**config.mk**
```make
export PLATFORM = sky130hd
export DESIGN_NAME = mult_booth_iter_flat
export DESIGN_NICKNAME = d
export VERILOG_FILES = /design/src/rtl/mult_booth_iter_if.sv /design/src/rtl/mult_booth_iter.sv /design/src/flat_wrapper.sv
export SDC_FILE = /design/constraint.sdc
export NUM_CORES = 1
export LEC_CHECK = 0
export CAP_MARGIN = 20
export CORE_MARGIN = 3
export CORE_UTILIZATION = 59
export CTS_CLUSTER_SIZE = 12
export DETAILED_ROUTE_END_ITERATION = 8
export DONT_BUFFER_PORTS = 1
export PLACE_DENSITY = 0.79
export RECOVER_POWER = 50
export SLEW_MARGIN = 25
export SYNTH_ARGS = -nofsm -noshare
export SYNTH_HDL_FRONTEND = slang
export SYNTH_SLANG_ARGS = --single-unit
```
**constraint.sdc**
```tcl
create_clock -name clk -period 9.2 [get_ports clk]
set_input_delay 0.46 -clock clk [delete_from_list [all_inputs] [get_ports clk]]
set_output_delay 0.46 -clock clk [all_outputs]
set_load 0.02 [all_outputs]
```
**src/rtl/mult_booth_iter_if.sv**
```systemverilog
// Operand/result handshake bundle for the iterative Booth multiplier.
// The master drives operands and consumes results; the slave is the multiplier.
interface mult_booth_iter_if #(
    parameter int unsigned WIDTH = 32
);
    logic                   in_valid;
    logic                   in_ready;
    logic [WIDTH-1:0]       a;
    logic [WIDTH-1:0]       b;
    logic                   is_signed;
    logic                   flush;
    logic                   out_valid;
    logic                   out_ready;
    logic [2*WIDTH-1:0]     result;

    modport master (
        output in_valid, a, b, is_signed, flush, out_ready,
        input  in_ready, out_valid, result
    );

    modport slave (
        input  in_valid, a, b, is_signed, flush, out_ready,
        output in_ready, out_valid, result
    );
endinterface

```
**src/rtl/mult_booth_iter.sv**
```systemverilog
// Iterative radix-4 Booth multiplier: one Booth digit per cycle into a double-width
// accumulator, with valid/ready on both sides and flush cancellation.
module mult_booth_iter #(
    parameter int unsigned WIDTH = 32
) (
    input logic                clk,
    input logic                rst,
    mult_booth_iter_if.slave   bus
);
    // Two extra bits let unsigned operands go through the signed recoding.
    localparam int unsigned EW = WIDTH + 2;
    localparam int unsigned N  = EW / 2;
    localparam int unsigned CW = $clog2(N);

    typedef enum logic [1:0] {StIdle, StBusy, StDone} state_e;

    state_e              state_q, state_d;
    logic [2*EW-1:0]     acc_q, acc_d;
    logic [2*EW-1:0]     mcand_q, mcand_d;
    logic [EW:0]         mplier_q, mplier_d;
    logic [CW-1:0]       cnt_q, cnt_d;
    logic [2*WIDTH-1:0]  result_q, result_d;

    logic [EW-1:0]       a_ext, b_ext;
    logic [2*EW-1:0]     term, acc_sum;
    logic                neg;

    assign a_ext = bus.is_signed ? {{2{bus.a[WIDTH-1]}}, bus.a} : {2'b00, bus.a};
    assign b_ext = bus.is_signed ? {{2{bus.b[WIDTH-1]}}, bus.b} : {2'b00, bus.b};

    // Booth digit select; negation is ~X with the +1 carried into the same add.
    always_comb begin
        term = '0;
        neg  = 1'b0;
        unique case (mplier_q[2:0])
            3'b001, 3'b010: term = mcand_q;
            3'b011:         term = mcand_q << 1;
            3'b100: begin
                term = mcand_q << 1;
                neg  = 1'b1;
            end
            3'b101, 3'b110: begin
                term = mcand_q;
                neg  = 1'b1;
            end
            default: ;
        endcase
    end

    assign acc_sum = acc_q + (neg ? ~term : term) + {{(2*EW-1){1'b0}}, neg};

    always_comb begin
        state_d  = state_q;
        acc_d    = acc_q;
        mcand_d  = mcand_q;
        mplier_d = mplier_q;
        cnt_d    = cnt_q;
        result_d = result_q;
        unique case (state_q)
            StIdle: begin
                if (bus.in_valid && !bus.flush) begin
                    state_d  = StBusy;
                    acc_d    = '0;
                    mcand_d  = {{EW{a_ext[EW-1]}}, a_ext};
                    mplier_d = {b_ext, 1'b0};
                    cnt_d    = CW'(N - 1);
                end
            end
            StBusy: begin
                acc_d    = acc_sum;
                mcand_d  = mcand_q << 2;
                mplier_d = {{2{mplier_q[EW]}}, mplier_q[EW:2]};
                if (cnt_q == '0) begin
                    if (!bus.flush) begin
                        state_d  = StDone;
                        result_d = acc_sum[2*WIDTH-1:0];
                    end
                end else begin
                    cnt_d = cnt_q - CW'(1);
                end
            end
            StDone: begin
                if (bus.out_ready) state_d = StIdle;
            end
            default: state_d = StIdle;
        endcase
        if (bus.flush) state_d = StIdle;
    end

    always_ff @(posedge clk or posedge rst) begin
        if (rst) begin
            state_q  <= StIdle;
            acc_q    <= '0;
            mcand_q  <= '0;
            mplier_q <= '0;
            cnt_q    <= '0;
            result_q <= '0;
        end else begin
            state_q  <= state_d;
            acc_q    <= acc_d;
            mcand_q  <= mcand_d;
            mplier_q <= mplier_d;
            cnt_q    <= cnt_d;
            result_q <= result_d;
        end
    end

    assign bus.in_ready  = (state_q == StIdle);
    assign bus.out_valid = (state_q == StDone);
    assign bus.result    = result_q;
endmodule

```
**src/flat_wrapper.sv**
```systemverilog
// flat-port wrapper written by rule: the top's interface ports become plain ports
module mult_booth_iter_flat 
#(
    parameter int unsigned WIDTH = 32
)
  (clk, rst, bus_in_valid, bus_a, bus_b, bus_is_signed, bus_flush, bus_out_ready, bus_in_ready, bus_out_valid, bus_result);
  mult_booth_iter_if #(.WIDTH(WIDTH)) bus_i ();
  input logic clk;
  input logic rst;
  input wire logic [$bits(bus_i.in_valid)-1:0] bus_in_valid;
  input wire logic [$bits(bus_i.a)-1:0] bus_a;
  input wire logic [$bits(bus_i.b)-1:0] bus_b;
  input wire logic [$bits(bus_i.is_signed)-1:0] bus_is_signed;
  input wire logic [$bits(bus_i.flush)-1:0] bus_flush;
  input wire logic [$bits(bus_i.out_ready)-1:0] bus_out_ready;
  output wire logic [$bits(bus_i.in_ready)-1:0] bus_in_ready;
  output wire logic [$bits(bus_i.out_valid)-1:0] bus_out_valid;
  output wire logic [$bits(bus_i.result)-1:0] bus_result;
  assign bus_i.in_valid = bus_in_valid;
  assign bus_i.a = bus_a;
  assign bus_i.b = bus_b;
  assign bus_i.is_signed = bus_is_signed;
  assign bus_i.flush = bus_flush;
  assign bus_i.out_ready = bus_out_ready;
  assign bus_in_ready = bus_i.in_ready;
  assign bus_out_valid = bus_i.out_valid;
  assign bus_result = bus_i.result;
  mult_booth_iter #(.WIDTH(WIDTH)) u_core (.clk(clk), .rst(rst), .bus(bus_i));
endmodule
```
Word level (Yosys, flattened, before mapping)
Cells that the tools add are included.

Input port bits: 70. Bits in registers: 242. Word-level logic and storage cells: 58.

Eq/ne operators: 13. Muxes and demuxes: 19. Reductions and logical operators: 13. Bitwise gates (word level): 3. $add $sub $neg: 3.

Operators with widths (number): $pmux W68 S2 (3); $mux W68 (3); $pmux W35 S2 (1); $add A68 B1 Y68 (1); $add A68 B68 Y68 (1); $mux W34 (2); $not A68 Y68 (1); $mux W35 (1); $reduce_and A3 Y1 (4); $mux W5 (2); $pmux W5 S2 (1); $eq A3 B3 Y1 const B (3); $mux W2 (4); $eq A3 B2 Y1 const B (2); $ne A3 B2 Y1 const B (2); $pmux W2 S3 (1); $logic_not A5 Y1 (1); $sub A5 B1 Y5 const B (1); $reduce_or A4 Y1 (1); $eq A3 B1 Y1 const B (1); $ne A3 B3 Y1 const B (1); $reduce_or A3 Y1 (1); $eq A2 B1 Y1 const B (1); $eq A2 B2 Y1 const B (1); 10 further kinds (11).

Logic depth before layout (Yosys ltp)
Depth in word-level cells: 8. Depth in mapped cells: 19. Mapped depth without buffers: 15.

Least setup slack after synthesis
No wires, ideal clock.

Kind: flip-flop to flip-flop. Start: reg u_core.mplier_q[2]. End: reg u_core.result_q[60] (netlist: u_core.bus.result[60]). Buffers on the path: 2. Stages on the path, launching flop included: 16. Data arrival time: 3.945 ns. Slack: 5.131 ns. Clock period less this slack: 4.069 ns. Path through: dfrtp_1 clkbuf_1 buf_1 xnor2_1 o221ai_1 fa_1 a21o_1 a221oi_2 nand2_1 a211o_1 a211oi_2 nor2_2 a2111oi_4 a31oi_1 xor2_1 mux2_2.

Longest elaborated chain between the ends: 7. Elaborated cells on any way between the ends: 15.

Ends and longest elaborated chain: start: declaration (line mult_booth_iter.sv:20) `logic [EW:0] mplier_q, mplier_d;`; start signal: assignment (line mult_booth_iter.sv:102) `mplier_q <= mplier_d;`; $eq A3 B1 Y1, or another cell as far along (line mult_booth_iter.sv:35) `unique case (mplier_q[2:0])`; $reduce_or A4 Y1 (no line) / $reduce_or A2 Y1 (equally long branches); $pmux W68 S2 (line mult_booth_iter.sv:35); $not A68 Y68 (line mult_booth_iter.sv:50) `assign acc_sum = acc_q + (neg ? ~term : term) + {{(2*EW-1){1'b0}}, neg};`; $mux W68 (line mult_booth_iter.sv:50); $add A68 B68 Y68 (line mult_booth_iter.sv:50); $add A68 B1 Y68 * (line mult_booth_iter.sv:50); end signal: assignment (line mult_booth_iter.sv:104) `result_q <= result_d;`; end: declaration (line mult_booth_iter.sv:22) `logic [2*WIDTH-1:0] result_q, result_d;`.

Mark *: on every way between the ends. The rest lies on a longest branch, timed or not. A chain may end at the register's enable or synchronous reset.

==> flow_metrics.env <==
export IMPL_status="finished with violations"
export IMPL_violations="max-capacitance violations, max-slew violations"
export IMPL_hold_viol_final=0
export IMPL_timing_final_crit_share_pct=66.3
export IMPL_drt_drc_violations_left=0
export IMPL_gr_total_overflow=0
export IMPL_grt_first_pass_wirelength_um=59500
export IMPL_hold_class="in2reg"
export IMPL_die_y_um=163
export IMPL_grt_max_degree=113
export IMPL_finalCriticalPeriod_ns=6.10
export IMPL_io_pins=136
export IMPL_cts_setup_buffers=0
export IMPL_fill_cells=1960
export IMPL_grt_use_total_pct=27.0
export IMPL_cts_root_buf="clkbuf_16"
export IMPL_dr_pass1_iters=5
export IMPL_ys_seq_area_share_pct=40.4
export IMPL_synth_cells=1575
export IMPL_drtAntennaViolNets=0
export IMPL_die_area_sq_um=26500
export IMPL_use_met2_pct=42.9
export IMPL_cts_sinks=234
export IMPL_crit_chain="dlygate4sd3_1 > clkinvlp_2 > clkbuf_1"
export IMPL_relSlewSlack_pct=-202
export IMPL_ir_drop_uv=177
export IMPL_setup_viol_count_final=0
export IMPL_dr_first_iter_drc_count=973
export IMPL_viasPerCell=6.37
export IMPL_dpl_cell_area_sq_um=14600
export IMPL_rrSetupSlack_ns=3.79
export IMPL_crit_slowest_cell="clkinvlp_2"
export IMPL_clk_pin_slew_worst_paths_ns=0.06
export IMPL_cts_tree="done"
export IMPL_synthFlopType="dfrtp_1"
export IMPL_drive_above_1_share_pct=5.61
export IMPL_synth_fp_nets=1716
export IMPL_crit_type="in2async"
export IMPL_antenna_found_initial=1
export IMPL_clk_latency_ns=0.54
export IMPL_cp_start_kind="input pin"
export IMPL_cts_htree_levels=1
export IMPL_fin_skew_ns=0.00848
export IMPL_diodes=0
export IMPL_coreArea_sq_um=23800
export IMPL_grt_pass1_vias=11425
export IMPL_cp_max_fo=103
export IMPL_critPathRequiredTime_ns=9.13
export IMPL_synth_edff_count=0
export IMPL_rows=56
export IMPL_synth_distinct_cells=68
export IMPL_utilization_pct=64.5
export IMPL_fmax_mhz=164
export IMPL_grt_setup_unrepaired="false"
export IMPL_cts_repair_resized=0
export IMPL_stdcell_area_sq_um=15400
export IMPL_wl_per_cell_um=19.5
export IMPL_start_util_pct=60.8
export IMPL_io_buffer_count=0
export IMPL_place_congestion=0.962
export IMPL_cap_viol_max_count=4
export IMPL_dpl_cell_count=1791
export IMPL_syn_to_final_growth_pct=5.96
export IMPL_wl_um=35800
export IMPL_cts_path_max_buffers=3
export IMPL_cp_arrival_ns=6.03
export IMPL_end_kind="async pin"
export IMPL_die_w_um=163
export IMPL_place_hpwl_um=24500
export IMPL_async_flop_share_pct=100
export IMPL_ys_seq_elements=234
export IMPL_syn_area_sq_um=14500
export IMPL_syn_area_per_cell_sq_um=9.20
export IMPL_final_nets=1643
export IMPL_cts_buffers=25
export IMPL_ys_warn_count=0
export IMPL_grt_busiest_layer="met2"
export IMPL_power_uw=5830
export IMPL_postCtsHoldBufs=2
export IMPL_critPathMaxStageDelay_ns=2.52
export IMPL_grtUsageMet3_pct=5.21
export IMPL_final_max_slew_viol_count=257
export IMPL_worst_pin_slew_ns=4.51
export IMPL_num_vias=11679
export IMPL_setup_tns_ns=0
export IMPL_fin_cells=1834
export IMPL_pwr_density_cell_nw_per_um2=380
export IMPL_worst_path_buf_inv=3
export IMPL_critPathTopFamily="buffers and inverters"
export IMPL_p_leak_uw=0.00708
export IMPL_globalRouteMet1Util_pct=38.5
[worst reg2reg max path: stages (launching register included)]
cell and delay [ns]:
dfrtp_4 1.09, inv_1 0.24, or3_4 0.66, o221ai_1 0.31, ha_1 0.33, a21o_1 0.21
a31oi_1 0.17, o21ai_2 0.11, a221o_1 0.32, o211ai_1 0.36, a211oi_1 0.15, a211oi_1 0.66
o31ai_1 0.31, xnor2_1 0.19, o21ai_0 0.08
[metrics by stage]
stage	setup slack (ns)	hold slack, ns
floorplan	2.32	0.445
detailed placement	3.49	0.469
finish	3.10	0.0561
global placement	3.69	0.461
CTS	3.49	0.0316
global route	1.81	0.0407
[Yosys cell counts (8+ instances only)]
library cell / count / area share, %
inv_1: 21 / 0.54
o21bai_1: 15 / 0.78
nor3_1: 8 / 0.28
a21oi_1: 84 / 2.9
a31oi_1: 9 / 0.39
a22o_1: 56 / 3.4
o21ai_0: 124 / 4.3
nor2b_1: 12 / 0.52
nand2_1: 310 / 8.0
a221o_1: 33 / 2.3
ha_1: 70 / 6.0
clkbuf_1: 98 / 2.5
dfrtp_1: 234 / 40
xnor2_1: 101 / 6.1
a21o_1: 34 / 1.8
mux2i_1: 62 / 4.3
buf_1: 11 / 0.28
nand4_1: 25 / 1.1
xor2_1: 26 / 1.6
o221ai_1: 64 / 3.9
nor2_1: 37 / 0.96
mux2_2: 16 / 1.2
nand3_1: 15 / 0.52
[logic make-up after synthesis]
| group | Yosys count | synth area share [%] |
|---|---|---|
| xor+xnor | 128 | 7.79 |
| flops | 234 | 40.4 |
| fa+ha+maj | 71 | 6.18 |
| mux | 78 | 5.53 |
| compound gates | 478 | 23.1 |
| buf+inv | 135 | 3.56 |
| simple gates | 451 | 13.5 |
[metal layers]
layer	wire [um]	vias to the layer above
met5	11	-
li1	-	5563
met4	907	2
met1	16000	5685
met2	16400	364
met3	2410	65
[placed cells by master (no fill, tap or decap), drive strengths merged, types with 3 or more instances in the layout]
master	count
a2111oi	3
a211oi	6
a21o	34
a21oi	87
a221o	33
a22o	56
a31oi	9
a41oi	4
and2	4
and3	7
buf	10
clkbuf	35
clkinv	5
dfrtp	234
ha	70
inv	21
mux2	16
mux2i	62
nand2	310
nand2b	7
nand3	15
nand4	25
nor2	38
nor2b	12
nor3	8
nor3b	3
nor4	6
o211ai	7
o21a	7
o21ai	132
o21bai	15
o221ai	64
o31ai	6
or3	5
or4	3
xnor2	101
xor2	27
[report_power, final]
part	total [uW]	switching, uW	internal, uW	leakage, uW
clock network	930	409	522	0.000365
logic	3070	1830	1240	0.00371
registers	1830	467	1370	0.00301
[area by class of cell]
| class | instances | area (sq um) | share of cell area, % |
|---|---|---|---|
| inverter | 21 | 80.1 | 0.522 |
| multi-input combinational | 1206 | 8160 | 53.2 |
| clock buffer | 33 | 686 | 4.47 |
| sequential | 234 | 5860 | 38.2 |
| clock inverter | 7 | 52.6 | 0.342 |
| timing repair buffer | 14 | 115 | 0.750 |
| tap | 319 | 399 | 2.60 |
[flip-flops by register name, indices dropped and copies added, names as in the netlist]
| signal | count |
|---|---|
| u_core.state_q | 2 |
| u_core.acc_q | 64 |
| u_core.cnt_q | 5 |
| u_core.bus.result | 64 |
| u_core.mcand_q | 64 |
| u_core.mplier_q | 35 |
[path summary, 6_finish.rpt]
kind | start | endpoint | depth (start not counted)
min in group asynchronous | rst | u_core.mplier_q[7]$_DFFE_PP0P_ | 2
worst min register to register | u_core.mplier_q[18]$_DFFE_PP0P_ | u_core.mplier_q[18]$_DFFE_PP0P_ | 2
worst max register to register | u_core.mplier_q[2]$_DFFE_PP0P_ | u_core.acc_q[61]$_DFFE_PP0P_ | 14
worst min-delay path | bus_a[1] | u_core.mcand_q[1]$_DFFE_PP0P_ | 1
worst max-delay path | rst | u_core.acc_q[35]$_DFFE_PP0P_ | 3
max in group clk | u_core.mplier_q[2]$_DFFE_PP0P_ | u_core.acc_q[61]$_DFFE_PP0P_ | 14
(Power assumes the default switching activity.)
